File: src/rtl/uart_tx_fifo.sv
// 8N1 serial transmitter with a small byte FIFO in front of it.
// Bytes are sent LSB first; queued frames go out back-to-back with no idle gap.
module uart_tx_fifo #(
    parameter int CLKS_PER_BIT = 868,
    parameter int FIFO_DEPTH   = 4
) (
    input  logic       clk,
    input  logic       reset_n,
    input  logic       wr_valid,
    input  logic [7:0] wr_byte,
    output logic       wr_ready,
    output logic       overflow,
    output logic       busy,
    output logic       tx
);

    localparam int PTR_W  = $clog2(FIFO_DEPTH);
    localparam int CNT_W  = $clog2(FIFO_DEPTH + 1);
    localparam int BAUD_W = $clog2(CLKS_PER_BIT);
    localparam logic [BAUD_W-1:0] BAUD_LAST = BAUD_W'(CLKS_PER_BIT - 1);

    typedef enum logic [1:0] {
        S_IDLE,
        S_START,
        S_DATA,
        S_STOP
    } state_t;

    logic [7:0]        mem_q [FIFO_DEPTH];
    logic [PTR_W-1:0]  rd_ptr_q;
    logic [PTR_W-1:0]  wr_ptr_q;
    logic [CNT_W-1:0]  count_q;
    logic [CNT_W-1:0]  count_d;
    logic              overflow_q;

    state_t            state_q;
    logic [BAUD_W-1:0] baud_q;
    logic [2:0]        bit_idx_q;
    logic [7:0]        shift_q;
    logic              tx_q;
    logic              busy_q;

    logic full;
    logic push;
    logic baud_last;
    logic frame_end;
    logic pop;
    logic idle_next;

    // A full FIFO never accepts, even if a pop happens at the same edge.
    assign full      = (count_q == CNT_W'(FIFO_DEPTH));
    assign push      = wr_valid && !full;
    assign baud_last = (baud_q == BAUD_LAST);
    // The line is free for a new frame when idle or at the last stop-bit cycle.
    assign frame_end = (state_q == S_IDLE) || ((state_q == S_STOP) && baud_last);
    assign pop       = frame_end && (count_q != '0);
    assign idle_next = frame_end && (count_q == '0);

    // Occupancy after this edge; push and pop together leave it unchanged.
    always_comb begin
        count_d = count_q;
        if (push && !pop) begin
            count_d = count_q + CNT_W'(1);
        end else if (pop && !push) begin
            count_d = count_q - CNT_W'(1);
        end
    end

    // FIFO storage; stale entries are harmless because the pointers reset.
    always_ff @(posedge clk) begin
        if (push) begin
            mem_q[wr_ptr_q] <= wr_byte;
        end
    end

    // FIFO pointers, occupancy and the overflow pulse.
    always_ff @(posedge clk) begin
        if (!reset_n) begin
            rd_ptr_q   <= '0;
            wr_ptr_q   <= '0;
            count_q    <= '0;
            overflow_q <= 1'b0;
        end else begin
            if (push) begin
                wr_ptr_q <= wr_ptr_q + PTR_W'(1);
            end
            if (pop) begin
                rd_ptr_q <= rd_ptr_q + PTR_W'(1);
            end
            count_q    <= count_d;
            overflow_q <= wr_valid && full;
        end
    end

    // Frame sequencer with registered line and busy outputs.
    always_ff @(posedge clk) begin
        if (!reset_n) begin
            state_q   <= S_IDLE;
            baud_q    <= '0;
            bit_idx_q <= '0;
            shift_q   <= '0;
            tx_q      <= 1'b1;
            busy_q    <= 1'b0;
        end else begin
            busy_q <= !idle_next || (count_d != '0);
            case (state_q)
                S_IDLE: begin
                    tx_q   <= 1'b1;
                    baud_q <= '0;
                    if (pop) begin
                        shift_q <= mem_q[rd_ptr_q];
                        state_q <= S_START;
                        tx_q    <= 1'b0;
                    end
                end
                S_START: begin
                    if (baud_last) begin
                        baud_q    <= '0;
                        bit_idx_q <= '0;
                        state_q   <= S_DATA;
                        tx_q      <= shift_q[0];
                    end else begin
                        baud_q <= baud_q + BAUD_W'(1);
                    end
                end
                S_DATA: begin
                    if (baud_last) begin
                        baud_q <= '0;
                        if (bit_idx_q == 3'd7) begin
                            state_q <= S_STOP;
                            tx_q    <= 1'b1;
                        end else begin
                            shift_q   <= shift_q >> 1;
                            tx_q      <= shift_q[1];
                            bit_idx_q <= bit_idx_q + 3'd1;
                        end
                    end else begin
                        baud_q <= baud_q + BAUD_W'(1);
                    end
                end
                S_STOP: begin
                    if (baud_last) begin
                        baud_q <= '0;
                        if (pop) begin
                            shift_q <= mem_q[rd_ptr_q];
                            state_q <= S_START;
                            tx_q    <= 1'b0;
                        end else begin
                            state_q <= S_IDLE;
                        end
                    end else begin
                        baud_q <= baud_q + BAUD_W'(1);
                    end
                end
                default: begin
                    state_q <= S_IDLE;
                    tx_q    <= 1'b1;
                end
            endcase
        end
    end

    assign wr_ready = !full;
    assign overflow = overflow_q;
    assign busy     = busy_q;
    assign tx       = tx_q;

endmodule

File: config.mk
export PLATFORM = sky130hd
export DESIGN_NAME = uart_tx_fifo
export DESIGN_NICKNAME = d
export VERILOG_FILES = /design/src/rtl/uart_tx_fifo.sv
export SDC_FILE = /design/constraint.sdc
export NUM_CORES = 1
export LEC_CHECK = 0
export ABC_AREA = 1
export ABC_CLOCK_PERIOD_IN_PS = 4600
export BUFFER_PORTS_ARGS = -buffer_cell sky130_fd_sc_hd__buf_2
export CAP_MARGIN = 0
export CORE_UTILIZATION = 50
export DETAILED_ROUTE_END_ITERATION = 6
export GPL_TIMING_DRIVEN = 0
export PLACE_DENSITY_LB_ADDON = 0.08
export SLEW_MARGIN = 20
export SYNTH_ARGS = -nofsm -noshare
export SYNTH_HDL_FRONTEND = slang
export SYNTH_SLANG_ARGS = --single-unit
export TNS_END_PERCENT = 30
File: constraint.sdc
create_clock -name clk -period 4.6 [get_ports clk]
set_input_delay 0.69 -clock clk [delete_from_list [all_inputs] [get_ports clk]]
set_output_delay 0.69 -clock clk [all_outputs]
set_load 0.05 [all_outputs]
[Yosys cells after proc, flatten, opt, wreduce, memory -nomap -nowiden]
Memory sizes are Yosys's and may differ from the RTL's. A register that Yosys moved wholly into a read port is not among the register bits.
Cells that the tools add are included.
Cells by class
  $add $sub $neg: 6
  $mul: 0
  divide/modulo/power cells: 0
  magnitude comparators: 0
  equality and inequality tests: 13
  shift operators: 0
  multiplexer cells: 31
  bitwise gates (word level): 0
  reductions and logical operators: 24
Operators by type and width (number)
  two-way mux 8 bit: 4
  one-hot mux 8 bit (3 select lines): 1
  one-hot mux 10 bit (2 select lines): 1
  two-way mux 3 bit: 5
  two-way mux 2 bit: 7
  inequality test 2 bit (second input constant): 7
  AND reduction 4 bit: 3
  adder 10 x 1 -> 10 bit (second input constant): 1
  equality test 10 bit (second input constant): 1
  two-way mux 10 bit: 1
  two-way mux 1 bit: 9
  nonzero test 3 bit: 3
  one-hot mux 2 bit (4 select lines): 1
  logical AND 1 bit: 7
  adder 3 x 1 -> 3 bit (second input constant): 2
  equality test 3 bit (second input constant): 2
  one-hot mux 3 bit (2 select lines): 1
  AND reduction 5 bit: 1
  adder 2 x 1 -> 2 bit (second input constant): 2
  equality test 2 bit (second input constant): 2
  zero test 1 bit: 4
  one-hot mux 1 bit (4 select lines): 1
  zero test 3 bit: 1
  OR reduction 3 bit: 1
  5 further kinds: 6
Word-level totals
  register bits after elaboration: 33
  bits in latches: 0
  bits in writable memories: 32
  memory bits (read-only): 0
  input bits: 11
  output and inout bits: 4
  logic and storage cells: 85
  memories: 1
Memories
  mem_q: words 4, width 8, rd ports 1, clocked after Yosys merged registers in 1, wr ports 1, RTL line 29  | logic [7:0] mem_q [FIFO_DEPTH];

[Depth between registers and ports, before layout]
Gate-level depths: netlist of the first run.
  depth in word-level cells: 9
  mapped depth: 13
  gate-level depth less buffers: 13

[Worst setup path after synthesis of the first run]
OpenSTA, ideal clock, no wires.
  path kind: register to register
  from: register count_q[0]
  to: memory mem_q[0][0], enable pin
  library setup time: 0.371 ns
  data arrival time: 1.717 ns
  required time: 4.229 ns
  setup slack: 2.513 ns
  cell stages (with the launch flop): 7
  buffers on the path: 1
  period minus slack after synthesis: 2.087 ns
  cell sequence: dfxtp_1 -> inv_1 -> ha_1 -> nand2_1 -> nand2_1 -> buf_2 -> nor2_1
On the way
  word-level cells in the longest chain between the ends: 5
Ends and longest elaborated chain
  from (decl): RTL line 32  | logic [CNT_W-1:0] count_q;
  from (signal assigned): RTL line 90  | count_q <= count_d;
  equality test 3 bit: RTL line 51  | assign full = (count_q == CNT_W'(FIFO_DEPTH));
  zero test 1 bit
  via wr_ready: RTL line 11  | output logic wr_ready,
  logical AND 1 bit: RTL line 52  | assign push = wr_valid && !full;
  two-way mux 1 bit: RTL line 71  | if (push) begin
  two-way mux 1 bit (not written as such): RTL line 72  | mem_q[wr_ptr_q] <= wr_byte;
  to (decl): RTL line 29
The timed path passes the listed nets, and every way through them passes these cells.

[Worst setup path after layout of the first run]
  from: register count_q[0]
  to: memory mem_q[3][0], enable pin
On the way
  word-level cells in the longest chain between the ends: 5
Ends and longest elaborated chain (RTL line)
  equality test 3 bit: 51
  zero test 1 bit: 52
  logical AND 1 bit: 52
  two-way mux 1 bit: 71
  two-way mux 1 bit (not written as such): 72
No other way between the ends.

==> results of run 1 <==
==> worst paths after layout <==
path / start / endpoint / slack, ps / cells after the start
setup / recovery: count_q[0] / mem_q[3][0] / 2450 / 6
hold / removal: baud_q[0] / baud_q[0] / 450 / 1
setup reg to reg: count_q[0] / mem_q[3][0] / 2450 / 6
hold reg to reg: baud_q[0] / baud_q[0] / 450 / 1
==> metal layers <==
metal / part of all wire / track usage
met5: 0 / 0
met4: 0.016 / 0.0804
met3: 0.039 / 0.0432
met2: 0.43 / 0.304
met1: 0.52 / 0.285
==> cell usage in the layout (no fill, tap or decap), types with 4 or more instances in the layout <==
cell type,count
nand3_1,17
dfxtp_1,35
nor2_1,34
o22ai_1,8
inv_2,5
xor2_1,4
o21ai_0,26
buf_2,19
inv_1,33
nand2_1,55
ha_1,16
edfxtp_1,32
nand4_1,4
nand2_4,5
clkbuf_8,9
a21oi_1,27
==> where the power goes <==
group | total, mW | leakage [nW] | switching (mW) | internal (mW)
clock network | 0.601 | 0.125 | 0.237 | 0.365
logic | 0.820 | 0.683 | 0.552 | 0.268
registers | 0.792 | 0.579 | 0.0589 | 0.733
total | 2.21 | 1.39 | 0.848 | 1.37
==> metrics by stage <==
| step | utilization | area (sq um) |
|---|---|---|
| after detailed placement | 0.543 | 3220 |
| after global placement | 0.543 | 3220 |
| final | 0.585 | 3460 |
| after global routing | 0.585 | 3460 |
| after CTS | 0.585 | 3460 |
| after floorplan | - | 3050 |
==> worst max-delay path, cell delays in order (launching register included) <==
cell	delay [ps]
dfxtp_1	360
inv_1	90
ha_1	210
nand2_1	90
nand2_1	110
buf_2	200
nor2_1	720
==> final cells by class <==
class | count | area [sq um] | share of cell area
clock buffer | 9 | 124 | 0.0358
sequential | 67 | 1660 | 0.480
inverter | 38 | 143 | 0.0412
tap | 75 | 93.8 | 0.0271
buffer | 8 | 43.8 | 0.0126
timing repair buffer | 14 | 70.1 | 0.0202
clock inverter | 7 | 121 | 0.0351
multi-input combinational | 217 | 1200 | 0.348
==> kinds of logic after synthesis <==
kind of cell | after synthesis
and+or+nand+nor | 128
buffers and inverters | 46
adders and majority gates | 16
DFF | 67
AOI/OAI and AO/OA | 68
xor gates and xnor gates | 5
==> registers in the layout, summed over array words and instances (netlist names), named ones only <==
name and cells:
mem_q 32, baud_q 10, shift_q 8, bit_idx_q 3
count_q 3, rd_ptr_q 2, state_q 2, wr_ptr_q 2
busy 1, overflow 1, tx 1
==> impl_metrics.toml, run 1 <==
[critical_path]
critPathLaunchType = "flip-flop"
cp-end-kind = "flip-flop"
cp_max_fo = 10
cp_data_arrival_time_ps = 2120
required_ps = 4570
critical_path_class = "flip-flop to flip-flop"

[power_and_ir_drop]
vdd_drop_max_v = 0.000310
p_leak_nw = 1.39
total_power_mw = 2.21
power.density_nw_per_um2 = 639

[run]
max_cap_violations = 0

[placement]
portBuffers = 14
dp_hpwl_um = 3930
place_congestion = 0.808
place_ws_ps = 2410
dpl.cell_count = 419

[clock_tree]
ctsLongestPathBuffers = 2
cts_resized = 0
cts_sinks = 67
cts_max_level = 3
root_buffer = "clkbuf_8"
clk_latency_ps = 340
post_cts_buffers = 0
ctsHoldBuffers = 0
cts_buffers = 9
clk_pin_slew_ps = 70
cts_tree = "done"

[final_layout]
drive_above_1_share = 0.156
diodes = 0
fill_cells = 537
area_growth_syn_to_layout_pct = 13.4
nNetsFinal = 382
layoutNonFillerInstCount = 435

[logic_synthesis]
yosys-top-cells-count = "55 x nand2_1, 35 x dfxtp_1, 34 x nor2_1"
syn-num-nets = 357
synth_warnings = 0
synth_async_sr_flop_share = 0
yosys.area_share.adder = 0.0656
muxShareOfSynthArea = 0
synth_edf_count = 32
synth.area.top_cells = "edfxtp_1 31%, dfxtp_1 23%, nand2_1 6.8%"
yosysSeqAreaShare = 0.544
syn_area_sq_um = 3050
yosys.area.top_type = "edfxtp_1"
yosys.area_share.xor_xnor = 0.0143
synth-compound-area-share = 0.120
synth_top_area_frac = 0.315
synth.most_common_cell = "nand2_1"
ys.flop_type = "dfxtp_1"
synth_simple_gate_area_frac = 0.195
syn_inst = 330
synth_top_family_by_area = "simple AND/OR/NAND/NOR gates"
synth.distinct_cells = 30
syn_area_per_cell_sq_um = 9.25
synth_seq_cells = 67

[die]
boundaryPins = 15
core.rowCount = 28
die_w_um = 80.1
start_util = 0.516
core_area_sq_um = 5920
design.die.area_sq_um = 6420
die-height_um = 80.1

[timing]
period_share = 0.467
clock.fmax_mhz = 465
tightest_slew_ps = 931
rsz0062_at_grt = "no"
drv_slew = 0
skew_ps = 9.46
setup_ws_ps = 2450
final_hold_viol_count = 0
finalCriticalPeriod_ps = 2150
slew_headroom = 0.377
hold_ws_ps = 454
finalSetupTns_ps = 0
setup_violations = 0

[drt]
drtIter0Drc = 126
drt_first_pass_iters = 4
drt-wirelength-per-cell_um = 13.2
vias = 2190
vias_per_cell = 5.03
routed_wl_um = 5730
drc_errors = 0
drtAntennaViolNets = 0

[grt]
grt_pass1_vias = 2096
grt_overflow = 0
grt_usage = 0.203
antenna_found_initial = 0
grt_pass1_wl_um = 9740
grt_max_degree = 14

[worst_hold_path]
hold_path_class = "flip-flop to flip-flop"

[outcome]
status = "complete, no violations"
(Power assumes the default switching activity.)
==> inputs of run 2 (changes only) <==
- ABC_CLOCK_PERIOD_IN_PS: 4600 -> 1900
- clock period: 4.6 -> 1.9 ns (I/O delays scaled with it)
==> run 2 against run 1 <==
  * Sequential power increased by 140%
  * Die area unchanged
  * Core utilization decreased by 0.68 points
  * Maximum frequency increased by 14%
  * Via count increased by 2.2%
  * Critical path depth unchanged
  * Design area decreased by 1.2%
  * Register-to-register slack got worse by 2400 ps
  * Clock skew increased by 1.2 ps
  * Largest cell class unchanged
  * Highest routed layer unchanged
==> impl_metrics.toml, run 2 (synthesized netlist as in run 1, its figures left out) <==
[run]
max_cap_violations = 0

[clock_tree]
clk_pin_slew_ps = 80
clk_latency_ps = 340
cts_sinks = 67
cts_buffers = 9
cts_max_level = 3
cts_tree = "done"
ctsLongestPathBuffers = 2
ctsHoldBuffers = 0
root_buffer = "clkbuf_8"

[timing]
skew_ps = 10.7
final_hold_viol_count = 0
finalCriticalPeriod_ps = 1880
period_share = 0.990
drv_slew = 0
setup_violations = 0
slew_headroom = 0.641
clock.fmax_mhz = 531
tightest_slew_ps = 538
hold_ws_ps = 160
rsz0062_at_grt = "yes"

[drt]
drtIter0Drc = 145
drtAntennaViolNets = 0
routed_wl_um = 5690
drc_errors = 0
drt-wirelength-per-cell_um = 13.1
vias = 2238
drt_first_pass_iters = 4
vias_per_cell = 5.14

[final_layout]
reg_top3 = "mem_q: 32 flops, baud_q: 10 flops, shift_q: 8 flops"
largest_register_ffs = 32
register_area_sq_um = 1660
diodes = 0
fill_cells = 533
layout_common_cells = "54 x nand2_1, 34 x dfxtp_1, 32 x inv_1, 32 x edfxtp_1, 29 x nor2_1"
final_common_cell = "nand2_1"
nNetsFinal = 382
layoutNonFillerInstCount = 435
top_register = "mem_q"
drive_above_1_share = 0.181
finalInstanceArea_sq_um = 3420
area_growth_syn_to_layout_pct = 12.1
multi_input_area_sq_um = 1230

[placement]
dpl.cell_count = 419
place_congestion = 0.780
portBuffers = 14
place_area_sq_um = 3220
dp_hpwl_um = 3880

[grt]
met2_usage = 0.292
grt_max_degree = 14
use_met1 = 0.265
grt_pass1_wl_um = 9230
antenna_found_initial = 0
busiest_layer = "met2"
grt_usage = 0.195
globalRouteMet3Util = 0.0398
grt_overflow = 0
grt_pass1_vias = 2055

[critical_path]
cp_top_family = "simple AND/OR/NAND/NOR gates"
worstPathCellList = "inv_1, ha_1, nand2_2, nand2_1, buf_2, nor2_2"
critPathLaunchType = "flip-flop"
cp-end-kind = "flip-flop"
required_ps = 1880
cp_max_fo = 10
critPathSlowestCell = "nor2_2"
cp_data_arrival_time_ps = 1860
critical_path_class = "flip-flop to flip-flop"
max_stage_delay_ps = 450
path_buf_inv = 2

[die]
design.die.area_sq_um = 6420
start_util = 0.516
boundaryPins = 15
die-height_um = 80.1
die_w_um = 80.1
core_area_sq_um = 5920
core.rowCount = 28

[outcome]
status = "complete, no violations"

[worst_hold_path]
hold_path_class = "input pin to flip-flop"

[power_and_ir_drop]
power.density_nw_per_um2 = 1460
p_leak_nw = 1.35
vdd_drop_max_v = 0.000922
==> run 2: worst paths after layout <==
check / start / end / slack (ps) / depth (start not counted)
worst max-delay path: count_q[0] / mem_q[3][0] / 20 / 6
worst min register to register: baud_q[0] / baud_q[0] / 450 / 1
worst max register to register: count_q[0] / mem_q[3][0] / 20 / 6
worst min-delay path: wr_byte[3] / mem_q[0][3] / 160 / 1
==> run 2: power breakdown <==
group	internal, mW	leakage (nW)	switching (mW)	total [mW]
Combinational	0.674	0.684	1.34	2.01
Sequential	1.78	0.580	0.144	1.92
Clock	0.479	0.0896	0.568	1.05
Total	2.93	1.35	2.05	4.98
==> run 2: metal layers <==
metal / wire, um / part of all wire
met1: 2900 / 0.51
met2: 2480 / 0.44
met3: 208 / 0.037
met4: 103 / 0.018
met5: 0 / 0
==> run 2: cell type report <==
cell class | count | share of cell area
clock buffer | 9 | 0.0362
timing repair buffer | 14 | 0.0205
tap | 75 | 0.0274
clock inverter | 7 | 0.0154
multi-input combinational | 217 | 0.359
inverter | 38 | 0.0417
sequential | 67 | 0.486
buffer | 8 | 0.0143
==> run 2: stage by stage <==
step           power [mW]  TNS (ps)   util  worst slack, ps
6_report             4.98         0  0.578             18.3
3_5_place_dp         3.92     -5210  0.544             -193
3_3_place_gp         3.89     -4620  0.544             -180
4_1_cts              4.98         0  0.575             6.93
2_1_floorplan        3.48      -515      -            -16.1
5_1_grt              5.37     -1370  0.578            -76.9
==> run 2: what timing repair did <==
action / 4_1_cts / 5_1_grt
setup buffers: 0 / 0
resized for setup: 5 / 7
setup endpoints to repair: 34 / 39
==> run 2: worst reg2reg max path: cells and delay by family, from the launching register on <==
family / cells / cell delay (ps)
adder cells (fa/ha/maj): 1 / 220
buffers and inverters: 2 / 310
flip-flops: 1 / 370
AND/OR/NAND/NOR: 3 / 630
==> inputs of run 3 (changes only) <==
--- a/config.mk
+++ b/config.mk
@@ -14,2 +14,3 @@
 export GPL_TIMING_DRIVEN = 0
+export HOLD_SLACK_MARGIN = 0.15
 export PLACE_DENSITY_LB_ADDON = 0.08
==> constraint.sdc (replaced) <==
create_clock -name clk -period 1.9 [get_ports clk]
set_input_delay 0.095 -clock clk [delete_from_list [all_inputs] [get_ports clk]]
set_output_delay 0.095 -clock clk [all_outputs]
set_load 0.05 [all_outputs]
==> run 3 against run 2 <==
  * Design area rose by 3.2%
  * Combinational power barely moved
  * Register-to-register slack improved by 30 ps
  * Die area did not move
  * Worst setup slack improved by 33 ps
  * Clock skew rose by 2.4 ps
  * Maximum frequency rose by 1.8%
  * Sequential share of layout area fell by 1.5 points
  * Clock power barely moved
  * Flip-flop and latch count did not move
  * Largest cell class unchanged
==> impl_metrics.toml, run 3 (synthesized netlist as in run 1, its figures left out) <==
[outcome]
status = "complete, no violations"

[clock_tree]
cts_max_level = 3
post_cts_buffers = 0
clk_pin_slew_ps = 70
ctsLongestPathBuffers = 2
root_buffer = "clkbuf_8"
clk_latency_ps = 340
cts_buffers = 9
cts_sinks = 67
cts_tree = "done"

[run]
max_cap_violations = 0

[grt]
grt_usage = 0.198
grt_pass1_wl_um = 9380
grt_overflow = 0
antenna_found_initial = 0
grt_max_degree = 14
grt_pass1_vias = 2097

[placement]
place_congestion = 0.780
place_ws_ps = -193
dpl.cell_count = 419
dp_hpwl_um = 3880
portBuffers = 14

[worst_hold_path]
hold_path_class = "flip-flop to flip-flop"

[final_layout]
nNetsFinal = 393
fill_cells = 528
final_common_cell = "nand2_1"
layout_common_cells = "54 x nand2_1, 34 x dfxtp_1, 32 x inv_1, 32 x edfxtp_1, 29 x nor2_1"
reg_top3 = "mem_q: 32 flops, baud_q: 10 flops, shift_q: 8 flops"
diodes = 0
area_growth_syn_to_layout_pct = 15.7
largest_register_ffs = 32
drive_above_1_share = 0.175
layoutNonFillerInstCount = 446
top_register = "mem_q"

[drt]
drc_errors = 0
drt_first_pass_iters = 6
routed_wl_um = 5760
drt-wirelength-per-cell_um = 12.9
drtAntennaViolNets = 0
vias = 2269
vias_per_cell = 5.09
drtIter0Drc = 144

[timing]
tightest_slew_ps = 496
drv_slew = 0
period_share = 0.973
slew_headroom = 0.669
setup_violations = 0
finalSetupTns_ps = 0
clock.fmax_mhz = 541
finalCriticalPeriod_ps = 1850
setup_ws_ps = 51.1
final_hold_viol_count = 0
rsz0062_at_grt = "yes"
skew_ps = 13.0

[die]
start_util = 0.516
core.rowCount = 28
die-height_um = 80.1
die_w_um = 80.1
core_area_sq_um = 5920
boundaryPins = 15
design.die.area_sq_um = 6420

[critical_path]
critical_path_class = "flip-flop to flip-flop"
worstPathCellList = "inv_1, ha_1, nand2_2, nand2_1, buf_2, nor2_2"
required_ps = 1880
cp_max_fo = 10
critPathSlowestCell = "nor2_2"
max_stage_delay_ps = 420
cp_data_arrival_time_ps = 1830
cp-end-kind = "flip-flop"
critPathLaunchType = "flip-flop"

[power_and_ir_drop]
vdd_drop_max_v = 0.000924
power.density_nw_per_um2 = 1410
total_power_mw = 5.00
p_leak_nw = 1.40
-- run 3: cell count changes in the layout (fill, tap and decap cells not counted) --
cell,delta
dlygate4sd3_1,+11
-- run 3: power by group --
part	total (mW)	internal, mW	switching, mW
logic	2.03	0.688	1.34
clock network	1.05	0.479	0.571
registers	1.92	1.78	0.144
-- run 3: path summary, 6_finish.rpt --
check | startpoint | slack [ps] | endpoint | cells past startpoint
worst max-delay path | count_q[0] | 50 | mem_q[3][4] | 6
worst max register to register | count_q[0] | 50 | mem_q[3][4] | 6
worst min register to register | baud_q[0] | 450 | baud_q[0] | 1
worst min-delay path | baud_q[0] | 450 | baud_q[0] | 1
-- run 3: cell type report --
class                   count  area, sq um  area share
multi-input cells         217         1230       0.348
clock inverters             7         52.6      0.0149
well taps                  75         93.8      0.0266
clock buffers               9          124      0.0351
flip-flops and latches     67         1660       0.471
repair buffers             25          180      0.0510
plain buffers               8         48.8      0.0138
inverters                  38          143      0.0404
-- run 3: critical path: cells and delay by family (launching register included) --
family	cells	cell delay, ps
adders and majority gates	1	220
buffers and inverters	2	310
and+or+nand+nor	3	600
DFF	1	370
-- run 3: through the flow --
stage,utilization,instance area (sq um),hold WS (ps)
after CTS,0.594,3520,452
after global routing,0.597,3530,465
after detailed placement,0.544,3220,313
final,0.597,3530,450
after global placement,0.544,3220,310
after floorplan,-,3060,194
-- run 3: layer usage --
layer,track usage,vias up,wire [um]
met5,0,-,0
met4,0.102,0,142
met3,0.0398,14,248
met2,0.292,46,2480
met1,0.273,1025,2890
li1,-,1184,-
-- run 3: what timing repair did --
item                                    CTS  global route
hold buffers                             11             0
resized for setup                         5             7
endpoints found under the setup margin   34            39
hold endpoints to repair                 41             0
